## src/rtl/branch_resolve_unit.sv

```systemverilog
// Registered EX-stage branch resolver: compares operands, computes the redirect PC and
// mispredict flag, and trains a PC-indexed table of 2-bit saturating counters.
module branch_resolve_unit #(
  parameter int         XLEN      = 32,
  parameter int         BHT_DEPTH = 64,
  parameter logic [1:0] BHT_INIT  = 2'b01
) (
  input  logic            clk_i,
  input  logic            rst_n_i,
  // IF-stage prediction port
  input  logic [XLEN-1:0] lookup_pc_i,
  output logic            pred_taken_o,
  // ID/EX side
  input  logic            valid_i,
  output logic            ready_o,
  input  logic [XLEN-1:0] pc_i,
  input  logic [XLEN-1:0] op_a_i,
  input  logic [XLEN-1:0] op_b_i,
  input  logic [XLEN-1:0] imm_i,
  input  logic [3:0]      opcode_i,
  input  logic            pred_taken_i,
  input  logic            flush_i,
  // EX/MEM side
  output logic            valid_o,
  input  logic            ready_i,
  output logic            taken_o,
  output logic            mispredict_o,
  output logic [XLEN-1:0] redirect_pc_o,
  output logic            illegal_o
);

  localparam int IW = (BHT_DEPTH > 1) ? $clog2(BHT_DEPTH) : 1;

  typedef enum logic [3:0] {
    OP_EQ  = 4'd0,
    OP_NEQ = 4'd1,
    OP_ULT = 4'd2,
    OP_SLT = 4'd3,
    OP_UGE = 4'd4,
    OP_SGE = 4'd5
  } br_op_e;

  logic [1:0]      bht [BHT_DEPTH];

  logic [IW-1:0]   lookup_idx;
  logic [IW-1:0]   cap_idx;

  logic            valid_q;
  logic            taken_q;
  logic            mispredict_q;
  logic            illegal_q;
  logic [XLEN-1:0] redirect_q;
  logic [IW-1:0]   idx_q;

  logic            capture;
  logic            out_fire;
  logic            bht_update;

  logic            a_eq_b;
  logic            a_ult_b;
  logic            a_slt_b;
  logic            taken_d;
  logic            illegal_d;
  logic            mispredict_d;
  logic [XLEN-1:0] redirect_d;

  // Only the word-aligned index bits of either PC select a counter.
  logic            unused_pc_bits;
  assign unused_pc_bits = ^{lookup_pc_i, pc_i};

  assign lookup_idx   = lookup_pc_i[IW+1:2];
  assign cap_idx      = pc_i[IW+1:2];

  // No bypass: a lookup in the update cycle sees the pre-update counter.
  assign pred_taken_o = bht[lookup_idx][1];

  assign ready_o    = !valid_q || ready_i;
  assign capture    = valid_i && ready_o && !flush_i;
  assign out_fire   = valid_q && ready_i && !flush_i;
  assign bht_update = out_fire && !illegal_q;

  assign valid_o       = valid_q;
  assign taken_o       = taken_q;
  assign mispredict_o  = mispredict_q;
  assign illegal_o     = illegal_q;
  assign redirect_pc_o = redirect_q;

  // NOTE: every variable written here gets a default first so no path leaves it unassigned (no latch).
  always_comb begin
    taken_d   = 1'b0;
    illegal_d = 1'b0;

    a_eq_b  = (op_a_i == op_b_i);
    a_ult_b = (op_a_i <  op_b_i);
    // Differing signs decide on their own; equal signs reduce to the unsigned compare.
    a_slt_b = (op_a_i[XLEN-1] != op_b_i[XLEN-1]) ? op_a_i[XLEN-1] : a_ult_b;

    case (opcode_i)
      OP_EQ:   taken_d = a_eq_b;
      OP_NEQ:  taken_d = !a_eq_b;
      OP_ULT:  taken_d = a_ult_b;
      OP_SLT:  taken_d = a_slt_b;
      OP_UGE:  taken_d = !a_ult_b;
      OP_SGE:  taken_d = !a_slt_b;
      default: illegal_d = 1'b1;
    endcase

    // Illegal ops resolve not-taken, so this also yields mispredict = pred_taken_i.
    mispredict_d = taken_d ^ pred_taken_i;
    redirect_d   = taken_d ? (pc_i + imm_i) : (pc_i + XLEN'(4));
  end

  // NOTE: sequential state uses non-blocking assignments so every flop samples pre-edge values.
  always_ff @(posedge clk_i or negedge rst_n_i) begin
    if (!rst_n_i) begin
      valid_q      <= 1'b0;
      taken_q      <= 1'b0;
      mispredict_q <= 1'b0;
      illegal_q    <= 1'b0;
      redirect_q   <= '0;
      idx_q        <= '0;
    end else if (flush_i) begin
      valid_q <= 1'b0;
    end else if (capture) begin
      valid_q      <= 1'b1;
      taken_q      <= taken_d;
      mispredict_q <= mispredict_d;
      illegal_q    <= illegal_d;
      redirect_q   <= redirect_d;
      idx_q        <= cap_idx;
    end else if (out_fire) begin
      valid_q <= 1'b0;
    end
  end

  // NOTE: the table is reset entry by entry because the prediction must read BHT_INIT right after reset.
  always_ff @(posedge clk_i or negedge rst_n_i) begin
    if (!rst_n_i) begin
      for (int i = 0; i < BHT_DEPTH; i++) begin
        bht[i] <= BHT_INIT;
      end
    end else if (bht_update) begin
      if (taken_q) begin
        if (bht[idx_q] != 2'b11) bht[idx_q] <= bht[idx_q] + 2'b01;
      end else begin
        if (bht[idx_q] != 2'b00) bht[idx_q] <= bht[idx_q] - 2'b01;
      end
    end
  end

endmodule

```

## config.mk

```make
export PLATFORM = sky130hd
export DESIGN_NAME = branch_resolve_unit
export DESIGN_NICKNAME = d
export VERILOG_FILES = /design/src/rtl/branch_resolve_unit.sv
export SDC_FILE = /design/constraint.sdc
export NUM_CORES = 1
export LEC_CHECK = 0
export CORE_MARGIN = 2
export CORE_UTILIZATION = 29
export DETAILED_ROUTE_END_ITERATION = 12
export GPL_ROUTABILITY_DRIVEN = 0
export SYNTH_ARGS = -nofsm -noshare
export SYNTH_HDL_FRONTEND = slang
export SYNTH_SLANG_ARGS = --single-unit
```

## constraint.sdc

```tcl
create_clock -name clk_i -period 3.8 [get_ports clk_i]
set_input_delay 0.38 -clock clk_i [delete_from_list [all_inputs] [get_ports clk_i]]
set_output_delay 0.38 -clock clk_i [all_outputs]
set_load 0.01 [all_outputs]
```

Yosys cells after proc, flatten, opt, wreduce, memory -nomap -nowiden:

Index checks and enable logic that the tools add are counted.

* bits in registers: 170
* input port bits: 170
* output and inout bits: 38

* add/sub/neg operators: 4
* $lt $le $gt $ge: 4
* eq/ne operators: 9
* multiplexer cells: 20
* bitwise gates (word level): 4
* reduce and logical (&&, ||, !) cells: 20

Operators by type and width (number)
* 2-to-1 mux 128 bit: 3
* bitwise mux 128 bit: 2
* adder 32 x 3 -> 32 bit, second input constant: 1
* adder 32 bit: 1
* == test 32 bit: 1
* < comparator 32 bit: 1
* 2-to-1 mux 32 bit: 1
* binary-select mux 2 bit (select 6 bit): 2
* greater-or-equal comparator 7 bit, second input constant: 2
* inverter 6 -> 7 bit: 2
* demux 2 bit (select 6 bit): 1
* 2-to-1 mux 2 bit: 5
* == test 4 x 2 -> 1 bit, second input constant: 2
* == test 4 x 3 -> 1 bit, second input constant: 2
* < comparator 7 x 1 -> 1 bit, second input constant: 1
* logical AND 1 bit: 6
* zero test 1 bit: 6
* case mux 1 bit (6 select lines): 1
* OR reduction 6 bit: 1
* 2-to-1 mux 1 bit: 5
* == test 4 x 1 -> 1 bit, second input constant: 1
* zero test 4 bit: 1
* nonzero test 2 bit: 2
* AND reduction 3 bit: 1
* 10 further kinds: 10

Depth between registers and ports, before layout:

* depth in word-level cells: 8
* gate-level depth with buffers: 18
* depth with buffers taken out: 15

Worst setup path before layout:

No wires, ideal clock.

* kind: register to register
* from: reg idx_q[0]
* to: reg bht[101] in the netlist's numbering
* setup time: 130 ps
* data arrival time: 3185 ps
* data required time: 3670 ps
* setup slack: 485 ps
* cell stages (with the launch flop): 16
* buffers on the path: 4
* period minus slack after synthesis: 3315 ps
* cells stage by stage: dfrtp_1 -> nand2_1 -> or2_2 -> clkbuf_1 -> o22ai_1 -> or4_1 -> a22oi_1 -> and3_1 -> nand4_1 -> inv_1 -> buf_2 -> buf_2 -> ha_1 -> xor2_1 -> clkbuf_1 -> o21ai_0

* cells in the longest elaborated chain, start to end: 8
* elaborated cells on any way between the ends: 21
* those cells by class: add/sub: 2; order compare: 2; eq/ne: 2; mux: 10; bitwise: 1; reduce/logical: 4

Ends and longest elaborated chain
* start, declared: RTL line 53 `logic [IW-1:0] idx_q;`
* start signal, assigned: RTL line 130 `idx_q <= cap_idx;`
* inverter 6 -> 7 bit (not written as such) (*): RTL line 144, 146
* binary-select mux 2 bit (select 6 bit), or another cell as far along: RTL line 144, 146
* 2-to-1 mux 2 bit (not written as such) / logical AND 1 bit (equally long branches): RTL line 144, 146
* 2-to-1 mux 2 bit (not written as such): RTL line 144, 146
* subtractor 2 x 1 -> 2 bit, or another cell as far along: RTL line 146 `if (bht[idx_q] != 2'b00) bht[idx_q] <= bht[idx_q] - 2'b01;`
* bitwise mux 128 bit, on equally long branches: RTL line 146, 144
* 2-to-1 mux 128 bit, on equally long branches: RTL line 146, 144
* 2-to-1 mux 128 bit: RTL line 143 `if (taken_q) begin`
* end signal, assigned by index: RTL line 140 `bht[i] <= BHT_INIT;`
* end, declared: RTL line 43 `logic [1:0] bht [BHT_DEPTH];`

Mark *: on every way between the ends. The rest lies on a longest branch, timed or not. The select of a mux whose other input is x is not followed.
A chain may end at the register's enable or synchronous reset.

Worst setup path in the final report:

* from: reg idx_q[2]
* to: reg bht[79] in the netlist's numbering

The elaborated chain is that of the path after synthesis.

==> results by group <==
Setup path
  • Worst-path cell with the longest stage delay: or4_1
  • Critical path type: flip-flop to flip-flop
  • Startpoint Class: flip-flop
  • CP cell instances: buf_4, nand3b_1, buf_4, o22ai_1, or4_1, a22oi_1, and3_1, nand4_1, ha_2, mux2i_2, nand4_1, buf_4, nor2_1, buf_4, nand2_1, nand2_1, o21ai_0
  • Most used cell, CP: buf_4
  • Worst EP required: 4.12 ns
  • Crit path buf inv count: 4
  • Arrival time at the worst endpoint: 3.97 ns
  • Critical path peak fanout: 8
  • CP Capture Type: flip-flop
  • CP top delay family: simple AND/OR/NAND/NOR gates
  • Max incr delay on CP: 0.58 ns

STA
  • Slew Limit Headroom: 32.97%
  • Setup ws final: 0.1534 ns
  • Max Slew Vio Count: 0
  • Sum of negative setup slack: 0 ns
  • Least-Margin Pin Slew: 1.002 ns
  • Hold_ws: -0.006627 ns
  • Clk_skew: 0.007947 ns
  • Tmin final: 3.647 ns
  • Final Hold Viols: 7
  • Period utilisation layout: 95.96%
  • Final setup fails: 0
  • F_max: 0.2742 GHz

Power and ir drop
  • Total Power: 0.005527 W
  • Switching part of the total: 32.69%
  • Clk pwr share: 32.4%
  • Gate power share: 30.0%
  • Pwr dens: 385.2 nW/um^2
  • Switch Pwr: 0.001807 W
  • Cell internal pwr: 0.003720 W
  • Leak: 5.891 nW
  • Peak VDD IR: 0.3073 mV
  • Flop pwr share: 37.6%

Die
  • Die outline area: 39,160 sq um
  • Placeable Area: 37,310 sq um
  • Die X: 197.9 um
  • Initial Util: 29.22%
  • Io pins: 208
  • # rows: 71
  • Die height: 197.9 um

Clock tree
  • Clk pin slew, worst setup/hold paths: 0.07 ns
  • Cts bufs inserted: 17
  • H-Tree Level Count: 4
  • Sink Count: 170
  • CTS Buffer Depth: 2
  • # hold bufs at CTS: 0
  • Worst skew pair latency: 0.44 ns
  • CTS tree: done
  • Root Driver: clkbuf_16

Global route
  • Grt ovf: 0
  • Gr usage total: 18.56%
  • Largest net degree at the start of global routing: 85
  • First-pass GRT wire length: 56,080 um
  • Initial antenna violation count: 1
  • Vias in the first global route: 10,150

Placed design
  • DP HPWL: 26,350 um
  • Worst slack at placement: -0.1323 ns
  • Buffers added on ports: 181
  • Dpl cells: 1,881

Logic synthesis
  • Mapped cell area: 10,900 sq um
  • Avg Cell Area, Syn: 8.937 sq um
  • Synthesized net count: 1,457
  • Synth unique cells: 67
  • FFs w/ async S/R, synth: 100.0%
  • Ys flop type: dfrtp_1
  • Number of enable flip-flop cells after synthesis: 0
  • Post-synthesis sequential area ratio: 39.75%
  • Syn. warnings: 0
  • Yosys reg bits: 170
  • Post-synthesis cell count: 1,220

Detailed routing
  • Final ANT Viol Nets: 0
  • Vias: 9,982
  • Initial DRC count: 634
  • DR vias/cell: 5.191
  • Router iterations before antenna repair: 5
  • WL/cell: 18.38 um
  • DRT Wirelength: 35,340 um
  • DRC viols: 0

Outcome
  • Failing checks: hold timing
  • Outcome: finished with violations

Job
  • Max_cap viols: 0

Cells and area
  • Final Util: 38.46%
  • Share of cells above drive strength 1: 15.19%
  • Final Non-Filler Cells: 1,923
  • Final net count: 1,672
  • Area Growth Syn to Fin: 31.60%

Hold path
  • Min-Delay Path Class: input pin to async pin
## cells in the final DEF (no fill, tap or decap), drive strengths merged, types with 5 or more instances in the layout
cell and n:
nor3 16, clkbuf 23, nor3b 6, a31oi 8
dfrtp 106, a21o 15, and3 11, and2 6
o21ai 175, inv 48, a31o 5, buf 68
a21oi 32, nand2 267, xor2 22, or4 6
clkdlybuf4s50 180, mux2i 23, dfstp 64, o22ai 30
mux4 21, xnor2 36, nand3 20, a22oi 35
nor2 40, a211oi 5, nand4 26, ha 66
## path summary, 6_finish.rpt
kind | start | slack, ns | endpoint | cells after the start
worst max-delay path | idx_q[2]$_DFFE_PN0P_ | 0.15 | bht[79]$_DFFE_PN0P_ | 17
worst min-delay path | rst_n_i | -0.007 | bht[61]$_DFFE_PN0P_ | 1
worst max register to register | idx_q[2]$_DFFE_PN0P_ | 0.15 | bht[79]$_DFFE_PN0P_ | 17
worst min register to register | flip-flop | 0.47 | flip-flop | 2
max in group asynchronous | rst_n_i | 2.89 | async pin | 2
min in group clk_i | flip-flop | 0.47 | flip-flop | 2
## routing by layer
metal | up-vias | part of all wire, % | track usage, % | wire length (um)
li1 | 4835 | - | - | -
met4 | 0 | 1.7 | 5.569 | 584
met3 | 38 | 8.4 | 5.519 | 2977
met2 | 348 | 46 | 29.38 | 16190
met1 | 4761 | 44 | 24.43 | 15590
met5 | - | 0 | 0 | 0
## per-stage QoR
stage	hold WS (ns)	instance area [sq um]
after floorplan	0.08441	10900
after global placement	0.4668	13610
after detailed placement	0.4738	13610
after CTS	0.03156	14220
after global routing	0.05582	14350
final	-0.006627	14350
## area by class of cell
class                           instances  area, sq um
Sequential cell                       170         4337
Antenna cell                            1        2.502
Timing Repair Buffer                  248         2395
Multi-Input combinational cell        953         6264
Inverter                               45        168.9
Fill cell                            3764        22960
Clock inverter                          9        110.1
Tap cell                              474        593.1
Clock buffer                           23        479.2
## cells in the mapped netlist (all sizes together) (21+ instances only)
master / count / share of area (%)
mux2i: 23 / 2.1
ha: 66 / 7.6
a21oi: 32 / 1.5
nand2: 267 / 9.2
xnor2: 36 / 2.9
nor2: 40 / 1.4
dfstp: 64 / 15
clkbuf: 36 / 1.2
o22ai: 30 / 1.7
dfrtp: 106 / 24
nand4: 26 / 1.5
inv: 45 / 1.5
xor2: 22 / 1.8
a22oi: 35 / 2.4
mux4: 21 / 4.3
o21ai: 175 / 8.0
## power groups by stage
| stage | Combinational (W) | Clock (W) | Sequential [W] |
|---|---|---|---|
| 5_1_grt | 0.00181 | 0.00191 | 0.00210 |
| 6_report | 0.00166 | 0.00179 | 0.00208 |
| 3_5_place_dp | 0.00162 | 0 | 0.00210 |
| 4_1_cts | 0.00163 | 0.00183 | 0.00208 |
| 2_1_floorplan | 0.000843 | 0 | 0.00210 |
| 3_3_place_gp | 0.00160 | 0 | 0.00210 |
## kinds of logic after synthesis
group           Yosys count  synth area share (%)
simple gates            429                 17.60
compound gates          351                 19.68
flops                   170                 39.75
buf+inv                  97                 3.684
fa+ha+maj                67                 7.758
xor+xnor                 58                 4.659
mux                      48                 6.862
## what timing repair did
action	4_1_cts	5_1_grt
gates resized for setup	2	24
gates cloned	0	0
pin swaps	0	1
hold endpoints to repair	0	0
buffers inserted	0	9
endpoints found under the setup margin	128	128
Note: power is estimated with default switching activity, not from simulation.
